**config.mk**
```make
export PLATFORM = sky130hd
export DESIGN_NAME = execute_stage_flat
export DESIGN_NICKNAME = d
export VERILOG_FILES = /design/src/rtl/execute_stage_if.sv /design/src/rtl/execute_stage.sv /design/src/flat_wrapper.sv
export SDC_FILE = /design/constraint.sdc
export NUM_CORES = 1
export LEC_CHECK = 0
export BUFFER_PORTS_ARGS = -buffer_cell sky130_fd_sc_hd__buf_2
export CAP_MARGIN = 30
export CORE_ASPECT_RATIO = 2
export CORE_MARGIN = 1
export CORE_UTILIZATION = 40
export DETAILED_ROUTE_END_ITERATION = 10
export HOLD_SLACK_MARGIN = 0.1
export PLACE_DENSITY = 0.58
export SKIP_LAST_GASP = 1
export SYNTH_ARGS = -nofsm -noshare
export SYNTH_HDL_FRONTEND = slang
export SYNTH_SLANG_ARGS = --single-unit
```
**constraint.sdc**
```tcl
create_clock -name clk -period 9.9 [get_ports clk]
set_clock_uncertainty 0.05 [all_clocks]
set_input_delay 0.99 -clock clk [delete_from_list [all_inputs] [get_ports clk]]
set_output_delay 0.99 -clock clk [all_outputs]
set_load 0.05 [all_outputs]
```
**src/rtl/execute_stage_if.sv**
```systemverilog
// ID/EX inputs and EX/MEM outputs of the execute stage, plus the upstream stall request.
interface execute_stage_if;
   logic        ewreg;
   logic        em2reg;
   logic        ewmem;
   logic [3:0]  ealuc;
   logic        ealuimm;
   logic [4:0]  edestReg;
   logic [31:0] eqa;
   logic [31:0] eqb;
   logic [31:0] eimm32;
   logic        stall;
   logic        mwreg;
   logic        mm2reg;
   logic        mwmem;
   logic [4:0]  mdestReg;
   logic [31:0] mr;
   logic [31:0] mqb;

   modport master (
      output ewreg, em2reg, ewmem, ealuc, ealuimm, edestReg, eqa, eqb, eimm32,
      input  stall, mwreg, mm2reg, mwmem, mdestReg, mr, mqb
   );

   modport slave (
      input  ewreg, em2reg, ewmem, ealuc, ealuimm, edestReg, eqa, eqb, eimm32,
      output stall, mwreg, mm2reg, mwmem, mdestReg, mr, mqb
   );
endinterface

```
**src/rtl/execute_stage.sv**
```systemverilog
// Pipeline execute stage: single-cycle ALU plus a 32-step shift-add multiplier that
// stalls upstream and inserts EX/MEM bubbles until the product is ready.
module execute_stage (
   input logic            clk,
   input logic            resetn,
   execute_stage_if.slave ex
);
   typedef enum logic [1:0] {
      S_IDLE = 2'd0,
      S_BUSY = 2'd1,
      S_DONE = 2'd2
   } mul_state_t;

   localparam logic [3:0] OP_MUL = 4'b1010;

   mul_state_t  state_q, state_d;
   logic [4:0]  cnt_q, cnt_d;
   logic [31:0] mcand_q, mcand_d;
   logic [31:0] mplier_q, mplier_d;
   logic [31:0] acc_q, acc_d;

   logic        mwreg_q, mwreg_d;
   logic        mm2reg_q, mm2reg_d;
   logic        mwmem_q, mwmem_d;
   logic [4:0]  mdest_q, mdest_d;
   logic [31:0] mr_q, mr_d;
   logic [31:0] mqb_q, mqb_d;

   logic [31:0] opb_s;
   logic [31:0] alu_s;
   logic        stall_s;

   assign opb_s = ex.ealuimm ? ex.eimm32 : ex.eqb;

   // Single-cycle ALU; MUL yields 0 here because its result comes from the accumulator
   always_comb begin
      alu_s = 32'd0;
      case (ex.ealuc)
         4'b0000: alu_s = ex.eqa + opb_s;
         4'b0001: alu_s = ex.eqa - opb_s;
         4'b0010: alu_s = ex.eqa & opb_s;
         4'b0011: alu_s = ex.eqa | opb_s;
         4'b0100: alu_s = ex.eqa ^ opb_s;
         4'b0101: alu_s = ex.eqa << opb_s[4:0];
         4'b0110: alu_s = ex.eqa >> opb_s[4:0];
         4'b0111: alu_s = $unsigned($signed(ex.eqa) >>> opb_s[4:0]);
         4'b1000: alu_s = {31'd0, ($signed(ex.eqa) < $signed(opb_s))};
         4'b1001: alu_s = {opb_s[15:0], 16'd0};
         default: alu_s = 32'd0;
      endcase
   end

   // Multiplier FSM next state and EX/MEM next values
   always_comb begin
      state_d  = state_q;
      cnt_d    = cnt_q;
      mcand_d  = mcand_q;
      mplier_d = mplier_q;
      acc_d    = acc_q;
      stall_s  = 1'b0;
      case (state_q)
         S_IDLE: begin
            if (ex.ealuc == OP_MUL) begin
               stall_s  = 1'b1;
               state_d  = S_BUSY;
               mcand_d  = ex.eqa;
               mplier_d = opb_s;
               acc_d    = 32'd0;
               cnt_d    = 5'd0;
            end else begin
               state_d = S_IDLE;
            end
         end
         S_BUSY: begin
            stall_s  = 1'b1;
            if (mplier_q[0]) begin
               acc_d = acc_q + mcand_q;
            end else begin
               acc_d = acc_q;
            end
            mcand_d  = mcand_q << 1;
            mplier_d = mplier_q >> 1;
            cnt_d    = cnt_q + 5'd1;
            if (cnt_q == 5'd31) begin
               state_d = S_DONE;
            end else begin
               state_d = S_BUSY;
            end
         end
         S_DONE:  state_d = S_IDLE;
         default: state_d = S_IDLE;
      endcase

      if (stall_s) begin
         mwreg_d  = 1'b0;
         mm2reg_d = 1'b0;
         mwmem_d  = 1'b0;
         mdest_d  = 5'd0;
         mr_d     = 32'd0;
         mqb_d    = 32'd0;
      end else begin
         mwreg_d  = ex.ewreg;
         mm2reg_d = ex.em2reg;
         mwmem_d  = ex.ewmem;
         mdest_d  = ex.edestReg;
         mr_d     = (state_q == S_DONE) ? acc_q : alu_s;
         mqb_d    = ex.eqb;
      end
   end

   // State and EX/MEM registers with synchronous active-low reset
   always_ff @(posedge clk) begin
      if (!resetn) begin
         state_q  <= S_IDLE;
         cnt_q    <= 5'd0;
         mcand_q  <= 32'd0;
         mplier_q <= 32'd0;
         acc_q    <= 32'd0;
         mwreg_q  <= 1'b0;
         mm2reg_q <= 1'b0;
         mwmem_q  <= 1'b0;
         mdest_q  <= 5'd0;
         mr_q     <= 32'd0;
         mqb_q    <= 32'd0;
      end else begin
         state_q  <= state_d;
         cnt_q    <= cnt_d;
         mcand_q  <= mcand_d;
         mplier_q <= mplier_d;
         acc_q    <= acc_d;
         mwreg_q  <= mwreg_d;
         mm2reg_q <= mm2reg_d;
         mwmem_q  <= mwmem_d;
         mdest_q  <= mdest_d;
         mr_q     <= mr_d;
         mqb_q    <= mqb_d;
      end
   end

   // Stall must respond in the same cycle a MUL appears, so it stays combinational
   assign ex.stall    = resetn & stall_s;
   assign ex.mwreg    = mwreg_q;
   assign ex.mm2reg   = mm2reg_q;
   assign ex.mwmem    = mwmem_q;
   assign ex.mdestReg = mdest_q;
   assign ex.mr       = mr_q;
   assign ex.mqb      = mqb_q;
endmodule

```
**src/flat_wrapper.sv**
```systemverilog
// flat-port wrapper written by rule: the top's interface ports become plain ports
module execute_stage_flat 
  (clk, resetn, ex_ewreg, ex_em2reg, ex_ewmem, ex_ealuc, ex_ealuimm, ex_edestReg, ex_eqa, ex_eqb, ex_eimm32, ex_stall, ex_mwreg, ex_mm2reg, ex_mwmem, ex_mdestReg, ex_mr, ex_mqb);
  execute_stage_if ex_i ();
  input logic clk;
  input logic resetn;
  input wire logic [$bits(ex_i.ewreg)-1:0] ex_ewreg;
  input wire logic [$bits(ex_i.em2reg)-1:0] ex_em2reg;
  input wire logic [$bits(ex_i.ewmem)-1:0] ex_ewmem;
  input wire logic [$bits(ex_i.ealuc)-1:0] ex_ealuc;
  input wire logic [$bits(ex_i.ealuimm)-1:0] ex_ealuimm;
  input wire logic [$bits(ex_i.edestReg)-1:0] ex_edestReg;
  input wire logic [$bits(ex_i.eqa)-1:0] ex_eqa;
  input wire logic [$bits(ex_i.eqb)-1:0] ex_eqb;
  input wire logic [$bits(ex_i.eimm32)-1:0] ex_eimm32;
  output wire logic [$bits(ex_i.stall)-1:0] ex_stall;
  output wire logic [$bits(ex_i.mwreg)-1:0] ex_mwreg;
  output wire logic [$bits(ex_i.mm2reg)-1:0] ex_mm2reg;
  output wire logic [$bits(ex_i.mwmem)-1:0] ex_mwmem;
  output wire logic [$bits(ex_i.mdestReg)-1:0] ex_mdestReg;
  output wire logic [$bits(ex_i.mr)-1:0] ex_mr;
  output wire logic [$bits(ex_i.mqb)-1:0] ex_mqb;
  assign ex_i.ewreg = ex_ewreg;
  assign ex_i.em2reg = ex_em2reg;
  assign ex_i.ewmem = ex_ewmem;
  assign ex_i.ealuc = ex_ealuc;
  assign ex_i.ealuimm = ex_ealuimm;
  assign ex_i.edestReg = ex_edestReg;
  assign ex_i.eqa = ex_eqa;
  assign ex_i.eqb = ex_eqb;
  assign ex_i.eimm32 = ex_eimm32;
  assign ex_stall = ex_i.stall;
  assign ex_mwreg = ex_i.mwreg;
  assign ex_mm2reg = ex_i.mm2reg;
  assign ex_mwmem = ex_i.mwmem;
  assign ex_mdestReg = ex_i.mdestReg;
  assign ex_mr = ex_i.mr;
  assign ex_mqb = ex_i.mqb;
  execute_stage u_core (.clk(clk), .resetn(resetn), .ex(ex_i));
endmodule
```
==> flow_summary.toml <==
[grt]
grt_pass1_wl_um = 122000
grt_usage = 0.385
grt.overflow.total = 0
grt_start_max_net_pins = 65
antenna_found_initial = 2
first_global_vias = 18100

[logic_synthesis]
yosysTopAreaCell = "dfxtp_1"
netlist_top_cells_area = "dfxtp_1 21%, ha_1 10%, mux2i_1 7.1%, nand2_1 6.5%, a21oi_1 4.7%"
synth_top_area_share = 0.206
synth-seq-cells = 175
synth.distinct_cells = 81
async_flop_share = 0
synthCells = 2298
ys_warn_count = 0
synth_ff_type = "dfxtp_1"
ys_seq_area_frac = 0.206
synth_edf_count = 0
synth_fp_nets = 2549
syn_area_um2 = 17000
synth.avg_cell_area_um2 = 7.39

[sta]
finalSetupViolCount = 0
timing.final.crit_share = 0.615
finalCriticalPeriod_ns = 6.08
rsz0062_at_grt = "false"
finalSetupTns_ns = 0
max_slew_margin = 0.248
worst_slew_pin_slew_ns = 1.10
hold_viol_final = 0
fmax_ghz = 0.164
slew_viol_final = 0
whs_ns = 0.409

[final_layout]
drive_above_1_share = 0.134
syn2layout_area_growth_pct = 12.0
fin_nets = 2647
multi_input_area_um2 = 12500
stdcell_count = 2950
fillers = 4452
register_area_um2 = 3500
utilization = 0.455

[die]
fp-row-count = 106
die_x_um = 148
dieArea_um2 = 43300
ios = 184
initial_utilization = 0.406
die_h_um = 293
core-area_um2 = 41800

[cts]
cts_root_buf = "clkbuf_16"
cts-resized-gates = 0
clk_latency_ns = 0.46
cts_buffer_depth = 2
cts_made_buffers = 17
tritoncts = "done"
hold_buffers = 0
post_cts_buffers = 0
htree_levels = 4
cts.clk_slew.worst_paths_ns = 0.08
cts.sinks = 175

[drt]
ant_nets = 0
wl_um = 84800
drt-initial-drc-count = 1768
drc = 0
dr.pass1.iters = 6
wl_per_cell_um = 28.8
vias_per_cell = 6.42
num_vias = 18900

[power]
vdd_drop_max_mv = 0.123
total_power_mw = 2.42
power.static_leakage_nw = 8.33
p_per_area_nw_per_um2 = 127

[placed_design]
dp_cells = 2915
place.gp.congestion = 1.07
dp_hpwl_um = 66100
io_buffers = 183

[worst_setup_path]
crit_arrival_ns = 6.43
crit_path_max_fanout = 45
setup.worst_path.end_class = "flop"
worstSetupPathType = "in -> reg"
start_kind = "input port"
reg2reg_depth = 12
worstPathRequired_ns = 10.25

[worst_hold_path]
whs_path_depth = 2
min_path_type = "reg -> reg"

[run]
max_cap_violations = 0

[status]
status = "finished, final reports clean"
path summary, 6_finish.rpt:
path | from | to | slack, ns
min | u_core.mplier_q[17]$_SDFFE_PN0P_ | u_core.mplier_q[16]$_SDFFE_PN0P_ | 0.41
min reg2reg | u_core.mplier_q[17]$_SDFFE_PN0P_ | u_core.mplier_q[16]$_SDFFE_PN0P_ | 0.41
max | ex_ealuimm | u_core.ex.mr[30]$_SDFF_PP0_ | 3.82
max reg2reg | u_core.acc_q[0]$_SDFFE_PN0P_ | u_core.acc_q[30]$_SDFFE_PN0P_ | 5.95
layout by cell type (no fill, tap or decap), drive strengths merged, types with 12 or more instances in the layout:
cell type	netlist	routed
o22ai	27	27
xor2	15	15
a221oi	31	31
a21boi	44	44
a211oi	39	39
mux2i	125	125
ha	137	137
nor2b	26	26
and2	53	53
a31oi	28	28
o21ai	159	159
nand2	292	292
nor3	43	43
a22oi	20	20
a21oi	159	159
nand2b	15	15
nor4	12	12
o21bai	24	24
o211ai	96	96
dfxtp	175	175
inv	98	105
nand3	46	46
a21o	35	35
buf	32	239
o211a	35	35
nor2	196	196
clkbuf	129	19
xnor2	28	28
routing by layer:
| metal | GRT usage | up-vias | wire (um) |
|---|---|---|---|
| met3 | 0.0543 | 282 | 5670 |
| li1 | - | 8602 | - |
| met5 | 0 | - | 13 |
| met4 | 0.315 | 2 | 7790 |
| met2 | 0.639 | 982 | 40200 |
| met1 | 0.436 | 9065 | 31200 |
stage by stage:
| stage | instance area (um2) | setup slack (ns) |
|---|---|---|
| final | 19000 | 3.82 |
| after global routing | 19000 | 3.63 |
| after CTS | 19000 | 3.92 |
| after detailed placement | 18400 | 3.45 |
| after global placement | 18400 | 3.51 |
| after floorplan | 17000 | 5.13 |
logic make-up (layout without fill, tap and decap cells):
kind of cell,Yosys count,count (layout),share of synthesized area
AOI/OAI and AO/OA,804,804,0.323
and+or+nand+nor,737,737,0.195
buffers and inverters,261,372,0.0615
DFF,175,175,0.206
adders and majority gates,140,140,0.105
muxes,138,138,0.0870
xor gates and xnor gates,43,43,0.0222
other,0,1,0
cell type report:
cell class,instances,share of cell area
Clock buffer,19,0.0233
Tap cell,540,0.0355
Multi-Input combinational cell,1862,0.658
Antenna cell,1,0.000132
Inverter,100,0.0199
Timing Repair Buffer,240,0.0714
Clock inverter,13,0.00744
Sequential cell,175,0.184
power by group:
part           total (mW)  switching (mW)  internal (mW)  leakage [nW]
sequential          0.753          0.0180          0.735          1.43
combinational       0.967           0.673          0.294          6.62
clock               0.695           0.352          0.344         0.279
sequential cells by signal, summed over array words and instances, names as in the netlist:
signal and cells:
u_core.acc_q 32, u_core.ex.mqb 32, u_core.ex.mr 32, u_core.mcand_q 32
u_core.mplier_q 32, u_core.cnt_q 5, u_core.ex.mdestReg 5, u_core.state_q 2
u_core.ex.mm2reg 1, u_core.ex.mwmem 1, u_core.ex.mwreg 1
worst max-delay path, cell delays in order:
cell and delay [ns]:
buf_2 0.08, buf_4 0.54, mux2i_4 0.32, buf_4 0.51, inv_4 0.18, buf_4 0.35, ha_1 0.32, fa_1 0.44
a21o_1 0.20, a211oi_1 0.34, o21a_1 0.23, nand2b_1 0.18, o41ai_2 0.09, buf_4 0.17, a41oi_1 0.59, o2111ai_1 0.19
and4bb_2 0.31, nor3_1 0.19, o21a_1 0.15
synth_stat cells, drive strengths merged (31+ instances only):
library cell / n
dfxtp: 175
inv: 98
and2: 53
o21ai: 159
nand2: 292
nand3: 46
buf: 32
a21boi: 44
nor3: 43
a21oi: 159
o211a: 35
ha: 137
clkbuf: 129
a21o: 35
a211oi: 39
a221oi: 31
nor2: 196
o211ai: 96
mux2i: 125
(Power assumes the default switching activity.)
